### src/rtl/audio_uart_pkg.sv
// Shared definitions for the UART-to-audio sample path: word widths,
// assembler/pacer state encodings and the byte-pairing helper.
package audio_uart_pkg;

  localparam int SAMPLE_W = 16;
  localparam int BYTE_W   = 8;

  // Byte-pair assembler: waiting for the high byte, or holding it for the low byte.
  typedef enum logic {
    ASM_WAIT_MSB = 1'b0,
    ASM_WAIT_LSB = 1'b1
  } asm_state_e;

  // Output pacer: filling up to the prefill mark, or releasing one sample per period.
  typedef enum logic {
    PACE_PRIME = 1'b0,
    PACE_PLAY  = 1'b1
  } pace_state_e;

  // Samples arrive high byte first.
  function automatic logic [SAMPLE_W-1:0] pack_sample(input logic [BYTE_W-1:0] msb,
                                                      input logic [BYTE_W-1:0] lsb);
    return {msb, lsb};
  endfunction

endpackage

### src/rtl/sample_fifo.sv
// Synchronous show-ahead FIFO. The head word is always visible on rdata_o.
// A push into a full FIFO is accepted when a pop happens in the same cycle.
// flush_i empties the FIFO on the next clock edge.
module sample_fifo #(
  parameter int WIDTH = 16,
  parameter int DEPTH = 16
) (
  input  logic                     clk_i,
  input  logic                     rst_ni,
  input  logic                     flush_i,
  input  logic                     push_i,
  input  logic                     pop_i,
  input  logic [WIDTH-1:0]         wdata_i,
  output logic [WIDTH-1:0]         rdata_o,
  output logic [$clog2(DEPTH):0]   level_o,
  output logic                     full_o,
  output logic                     empty_o
);

  localparam int AW = $clog2(DEPTH);
  localparam int LW = AW + 1;
  localparam logic [LW-1:0] FULL_LVL = LW'(DEPTH);

  logic [WIDTH-1:0] mem_q [DEPTH];
  logic [AW-1:0]    wr_q, rd_q;
  logic [LW-1:0]    cnt_q, cnt_d;
  logic             do_push, do_pop;

  assign full_o  = (cnt_q == FULL_LVL);
  assign empty_o = (cnt_q == '0);
  assign rdata_o = mem_q[rd_q];
  assign level_o = cnt_q;

  // Reading the head happens before the write, so a full FIFO can take a push
  // into the slot being vacated by a simultaneous pop.
  assign do_pop  = pop_i && !empty_o;
  assign do_push = push_i && (!full_o || do_pop);

  // Next occupancy from the accepted push/pop pair.
  always_comb begin
    cnt_d = cnt_q;
    case ({do_push, do_pop})
      2'b10:   cnt_d = cnt_q + 1'b1;
      2'b01:   cnt_d = cnt_q - 1'b1;
      default: cnt_d = cnt_q;
    endcase
  end

  // Pointer and occupancy tracking; pointers wrap naturally since DEPTH is a power of 2.
  always_ff @(posedge clk_i or negedge rst_ni) begin
    if (!rst_ni) begin
      wr_q  <= '0;
      rd_q  <= '0;
      cnt_q <= '0;
    end else if (flush_i) begin
      wr_q  <= '0;
      rd_q  <= '0;
      cnt_q <= '0;
    end else begin
      if (do_push) wr_q <= wr_q + 1'b1;
      if (do_pop)  rd_q <= rd_q + 1'b1;
      cnt_q <= cnt_d;
    end
  end

  // Storage array; contents need no reset because occupancy gates every read.
  always_ff @(posedge clk_i) begin
    if (do_push && !flush_i) mem_q[wr_q] <= wdata_i;
  end

endmodule

### src/rtl/uart_sample_scheduler.sv
// Pairs UART bytes into 16-bit samples (high byte first) with a gap watchdog,
// buffers them in a small FIFO and releases one sample per SAMPLE_DIV clocks
// once the FIFO has been prefilled to half depth.
module uart_sample_scheduler
  import audio_uart_pkg::*;
#(
  parameter int SAMPLE_DIV  = 2268,
  parameter int TIMEOUT_CYC = 4096,
  parameter int FIFO_DEPTH  = 16
) (
  input  logic                          in_clk,
  input  logic                          in_rst_n,
  input  logic                          in_enable,
  input  logic                          in_uart_ready,
  input  logic [BYTE_W-1:0]             in_uart_frame,
  output logic [SAMPLE_W-1:0]           out_sample,
  output logic                          out_sample_valid,
  output logic [$clog2(FIFO_DEPTH):0]   out_fifo_level,
  output logic                          out_playing,
  output logic                          out_underrun,
  output logic                          out_overrun,
  output logic                          out_resync
);

  localparam int LVL_W = $clog2(FIFO_DEPTH) + 1;
  localparam int DIV_W = $clog2(SAMPLE_DIV);
  localparam int GAP_W = $clog2(TIMEOUT_CYC + 1);

  localparam logic [LVL_W-1:0] PREFILL  = LVL_W'(FIFO_DEPTH / 2);
  localparam logic [DIV_W-1:0] DIV_LAST = DIV_W'(SAMPLE_DIV - 1);
  localparam logic [GAP_W-1:0] GAP_MAX  = GAP_W'(TIMEOUT_CYC);

  // Assembler state
  asm_state_e          asm_q;
  logic [BYTE_W-1:0]   msb_q;
  logic [GAP_W-1:0]    gap_q, gap_d;
  logic                push_q;
  logic [SAMPLE_W-1:0] push_data_q;
  logic                resync_q;

  // Pacer state
  pace_state_e         pace_q;
  logic [DIV_W-1:0]    div_q, div_d;
  logic                tick;
  logic                pop;
  logic [SAMPLE_W-1:0] sample_q;
  logic                valid_q;
  logic                underrun_q;
  logic                overrun_q;

  // FIFO view
  logic [SAMPLE_W-1:0] fifo_head;
  logic [LVL_W-1:0]    fifo_level;
  logic                fifo_full;
  logic                fifo_empty;

  assign gap_d = gap_q + 1'b1;
  assign tick  = (div_q == DIV_LAST);
  assign div_d = tick ? '0 : div_q + 1'b1;

  // PRIME waits for half a FIFO before the first release; PLAY releases whenever
  // anything is buffered.
  assign pop = tick && ((pace_q == PACE_PLAY) ? !fifo_empty : (fifo_level >= PREFILL));

  sample_fifo #(
    .WIDTH (SAMPLE_W),
    .DEPTH (FIFO_DEPTH)
  ) u_fifo (
    .clk_i   (in_clk),
    .rst_ni  (in_rst_n),
    .flush_i (!in_enable),
    .push_i  (push_q),
    .pop_i   (pop),
    .wdata_i (push_data_q),
    .rdata_o (fifo_head),
    .level_o (fifo_level),
    .full_o  (fifo_full),
    .empty_o (fifo_empty)
  );

  // Byte-pair assembler: latch MSB, watch the gap, issue a push one cycle after the LSB.
  always_ff @(posedge in_clk or negedge in_rst_n) begin
    if (!in_rst_n) begin
      asm_q       <= ASM_WAIT_MSB;
      msb_q       <= '0;
      gap_q       <= '0;
      push_q      <= 1'b0;
      push_data_q <= '0;
      resync_q    <= 1'b0;
    end else if (!in_enable) begin
      asm_q       <= ASM_WAIT_MSB;
      msb_q       <= '0;
      gap_q       <= '0;
      push_q      <= 1'b0;
      push_data_q <= '0;
      resync_q    <= 1'b0;
    end else begin
      push_q   <= 1'b0;
      resync_q <= 1'b0;
      case (asm_q)
        ASM_WAIT_MSB: begin
          if (in_uart_ready) begin
            msb_q <= in_uart_frame;
            gap_q <= '0;
            asm_q <= ASM_WAIT_LSB;
          end
        end
        ASM_WAIT_LSB: begin
          // A byte arriving on the timeout cycle still completes the pair.
          if (in_uart_ready) begin
            push_q      <= 1'b1;
            push_data_q <= pack_sample(msb_q, in_uart_frame);
            asm_q       <= ASM_WAIT_MSB;
          end else if (gap_d == GAP_MAX) begin
            gap_q    <= '0;
            resync_q <= 1'b1;
            asm_q    <= ASM_WAIT_MSB;
          end else begin
            gap_q <= gap_d;
          end
        end
        default: asm_q <= ASM_WAIT_MSB;
      endcase
    end
  end

  // Pacer: free-running period divider plus PRIME/PLAY state and the output sample register.
  always_ff @(posedge in_clk or negedge in_rst_n) begin
    if (!in_rst_n) begin
      pace_q     <= PACE_PRIME;
      div_q      <= '0;
      sample_q   <= '0;
      valid_q    <= 1'b0;
      underrun_q <= 1'b0;
    end else if (!in_enable) begin
      // out_sample deliberately keeps its last value through a flush.
      pace_q     <= PACE_PRIME;
      div_q      <= '0;
      valid_q    <= 1'b0;
      underrun_q <= 1'b0;
    end else begin
      div_q      <= div_d;
      valid_q    <= 1'b0;
      underrun_q <= 1'b0;
      if (pop) begin
        sample_q <= fifo_head;
        valid_q  <= 1'b1;
        pace_q   <= PACE_PLAY;
      end else if (tick && (pace_q == PACE_PLAY)) begin
        underrun_q <= 1'b1;
        pace_q     <= PACE_PRIME;
      end
    end
  end

  // Overrun flag: a completed sample met a full FIFO with no pop to make room.
  always_ff @(posedge in_clk or negedge in_rst_n) begin
    if (!in_rst_n) begin
      overrun_q <= 1'b0;
    end else if (!in_enable) begin
      overrun_q <= 1'b0;
    end else begin
      overrun_q <= push_q && fifo_full && !pop;
    end
  end

  assign out_sample       = sample_q;
  assign out_sample_valid = valid_q;
  assign out_fifo_level   = fifo_level;
  assign out_playing      = (pace_q == PACE_PLAY);
  assign out_underrun     = underrun_q;
  assign out_overrun      = overrun_q;
  assign out_resync       = resync_q;

endmodule

### config.mk
export PLATFORM = sky130hd
export DESIGN_NAME = uart_sample_scheduler
export DESIGN_NICKNAME = d
export VERILOG_FILES = /design/src/rtl/audio_uart_pkg.sv /design/src/rtl/sample_fifo.sv /design/src/rtl/uart_sample_scheduler.sv
export SDC_FILE = /design/constraint.sdc
export NUM_CORES = 1
export LEC_CHECK = 0
export CAP_MARGIN = 15
export CORE_ASPECT_RATIO = 0.5
export CORE_UTILIZATION = 39
export DETAILED_ROUTE_END_ITERATION = 10
export PLACE_DENSITY = 0.55
export SYNTH_ARGS = -nofsm -noshare
export SYNTH_HDL_FRONTEND = slang
export SYNTH_SLANG_ARGS = --single-unit
### constraint.sdc
create_clock -name in_clk -period 2.6 [get_ports in_clk]
set_input_delay 0.52 -clock in_clk [delete_from_list [all_inputs] [get_ports in_clk]]
set_output_delay 0.52 -clock in_clk [all_outputs]
set_load 0.03 [all_outputs]
==> impl_metrics.ini <==
[timing]
setup_ws_ns = 0.1066
setup_viol = 0
fmax_ghz = 0.4011
hold_viol_final = 0
maxSlewHeadroom_pct = 53.67
final-max-slew-violation-count = 0
fin_skew_ns = 0.01440
tightest_slew_ns = 0.6942
fin_crit_sh_pct = 95.90
fin_crit_ns = 2.493
timing.hold.ws_ns = 0.4090

[pwr]
power_mw = 10.54
peakVddDrop_v = 0.0004618
p_leak_nw = 5.544
p_per_area_mw_per_mm2 = 640.5

[flow_run]
maxCapViolCount = 0

[clocking]
cts_root_buffer = clkbuf_16
cts_tree = built
ctsHtreeMaxLevel = 1
path_clk_slew_ns = 0.06
cts_sinks = 341
clockBufferDepth = 3
cts-buffers-inserted = 31
insertion_delay_ns = 0.58

[worst_setup_path]
crit_chain = or4b_4, nor3_4, o21ai_0, nor2_1, ha_1, o31ai_2, nand2_1, a221o_1, o22ai_1
max_stage_delay_ns = 0.55
end_kind = flip-flop
crit_fanout = 3
crit_path_start_kind = flip-flop
crit_slowest_cell = or4b_4
path_class = flip-flop to flip-flop
cp_data_required_time_ns = 3.09
cp_data_arrival_time_ns = 2.98

[floorplan]
die_w_um = 267.4
start_util_pct = 39.70
die_h_um = 134.7
die-area_mm2 = 0.03602
rows = 48
core_mm2 = 0.03459
pin_count = 38

[global_routing]
gr-usage-all-layers_pct = 17.44
grt_pass1_wl_mm = 46.04
grt_antenna_before_repair = 2
grt_max_degree = 39
grt_overflow = 0
grt_pass1_vias = 7296

[routing]
routed_wl_mm = 31.40
vias = 7350
via_per_inst = 5.400
dr.pass1.iters = 8
drc = 0
drt_iter0_markers = 710
wire_per_inst_um = 23.07
ant_nets = 0

[logic_synthesis]
yosysTopAreaCell = edfxtp_1
ys_seq_area_share_pct = 71.46
yosys_warnings = 0
synthTopCellsByArea = edfxtp_1, dfrtp_1, mux4_2, mux2_2, nand2_1
synth_flop_cell = edfxtp_1
synthDistinctLibCells = 58
syn-num-nets = 782
ys_ff_latch = 341
synth_edf_count = 256
async_flop_share_pct = 24.93
synth.cell_area_mm2 = 0.01373
yosysMostFrequentCell = edfxtp_1
postSynthAreaPerCell_um2 = 18.05
synthCells = 761
synth.top_cell.area_share_pct = 55.97
synth.cells.most_frequent = edfxtp_1, dfrtp_1, mux4_2

[placed_design]
placed_area_mm2 = 0.01532
dp.final_hpwl_mm = 19.47
numPortBuffers = 37
place.gp.congestion = 0.8255
dpl_worst_slack_ns = -0.04448

[final_layout]
fill_cells = 2964
drive_above_1_share_pct = 25.73
final_area_mm2 = 0.01646
regArea_mm2 = 0.009821
nNetsFinal = 883
area_growth_pct = 19.86
multi_input_area_mm2 = 0.003777
diodes = 0

[min_path]
hold_class = input port to async pin

[outcome]
outcome = finished, final reports clean
[power breakdown]
part / switching, mW / total [mW] / internal (mW)
clock network: 1.96 / 4.45 / 2.48
logic: 0.117 / 0.192 / 0.0746
registers: 0.0519 / 5.91 / 5.85
[kinds of logic after synthesis]
kind of cell / synth area share (%)
compound gates: 4.391
fa+ha+maj: 0.8199
xor+xnor: 1.148
flops: 71.46
buf+inv: 1.430
mux: 14.43
simple gates: 6.322
[state kept, by name, summed over array words and instances (netlist names), 4 cells and up]
signal,count
out_sample,16
push_data_q,16
msb_q,8
u_fifo.level_o,5
u_fifo.wr_q,4
gap_q,13
div_q,12
u_fifo.mem_q,256
u_fifo.rd_q,4
[worst paths after layout]
kind	end	slack, ns	depth (start not counted)	startpoint
max	u_fifo.level_o[4]	0.11	9	div_q[9]
min	div_q[3]	0.41	2	in_rst_n
max reg2reg	u_fifo.level_o[4]	0.11	9	div_q[9]
min reg2reg	push_data_q[9]	0.50	1	msb_q[1]
max in group asynchronous	push_data_q[6]	1.53	3	in_rst_n
min in group in_clk	push_data_q[9]	0.50	1	msb_q[1]
[area by class of cell]
cell class	count	area share [%]
clock buffer	49	5.488
sequential	341	59.66
timing repair buffer	104	7.525
inverter	13	0.2964
clock inverter	8	0.4788
multi-input combinational	371	22.95
tap	475	3.610
[worst max-delay path, delay by kind of cell, from the launching register on]
family | cells | cell delay, ns
AO/OA/AOI/OAI | 4 | 0.78
adder cells (fa/ha/maj) | 1 | 0.28
AND/OR/NAND/NOR | 4 | 0.98
flip-flops | 1 | 0.38
[timing repair]
| item | CTS | global route |
|---|---|---|
| pin swaps | 1 | 3 |
| gates cloned | 0 | 3 |
| setup endpoints to repair | 1 | 67 |
| endpoints found under the hold margin | 25 | 0 |
| hold buffers | 1 | 0 |
| buffers inserted | 0 | 4 |
| gates resized for setup | 3 | 12 |
[cell usage in the layout (no fill, tap or decap), types with 4 or more instances in the layout]
cell type / instances
nor4_1: 5
ha_1: 8
nor2_1: 31
a21oi_1: 17
o31ai_1: 4
buf_12: 25
a211o_1: 5
edfxtp_1: 256
nand4_1: 9
nand2_1: 43
buf_4: 39
nor3_1: 7
clkinv_2: 5
a31oi_1: 5
clkdlybuf4s50_1: 36
o21ai_0: 16
xor2_1: 11
dfrtp_1: 82
a22o_1: 16
mux4_2: 80
clkbuf_1: 12
nand3_1: 16
clkbuf_16: 34
inv_1: 12
xnor2_1: 7
and3_1: 5
mux2_2: 16
clkbuf_8: 6
nand3b_1: 4
and2_1: 16
and4_1: 5
[metal layers]
metal  global-route usage (%)  wire [um]  up-vias
li1                         -          -     3243
met4                    3.416        384        0
met2                    26.00      14210      205
met3                    3.173       1838       36
met5                        0          0        -
met1                    26.82      14960     3866
[metrics by stage]
step	setup TNS, ns	std cells	util [%]
final	0	1361	47.59
after global routing	-0.1294	1361	47.59
after CTS	0	1354	47.19
after detailed placement	-0.04448	1296	44.28
after global placement	0	1296	44.28
after floorplan	0	761	-
(Power assumes the default switching activity.)
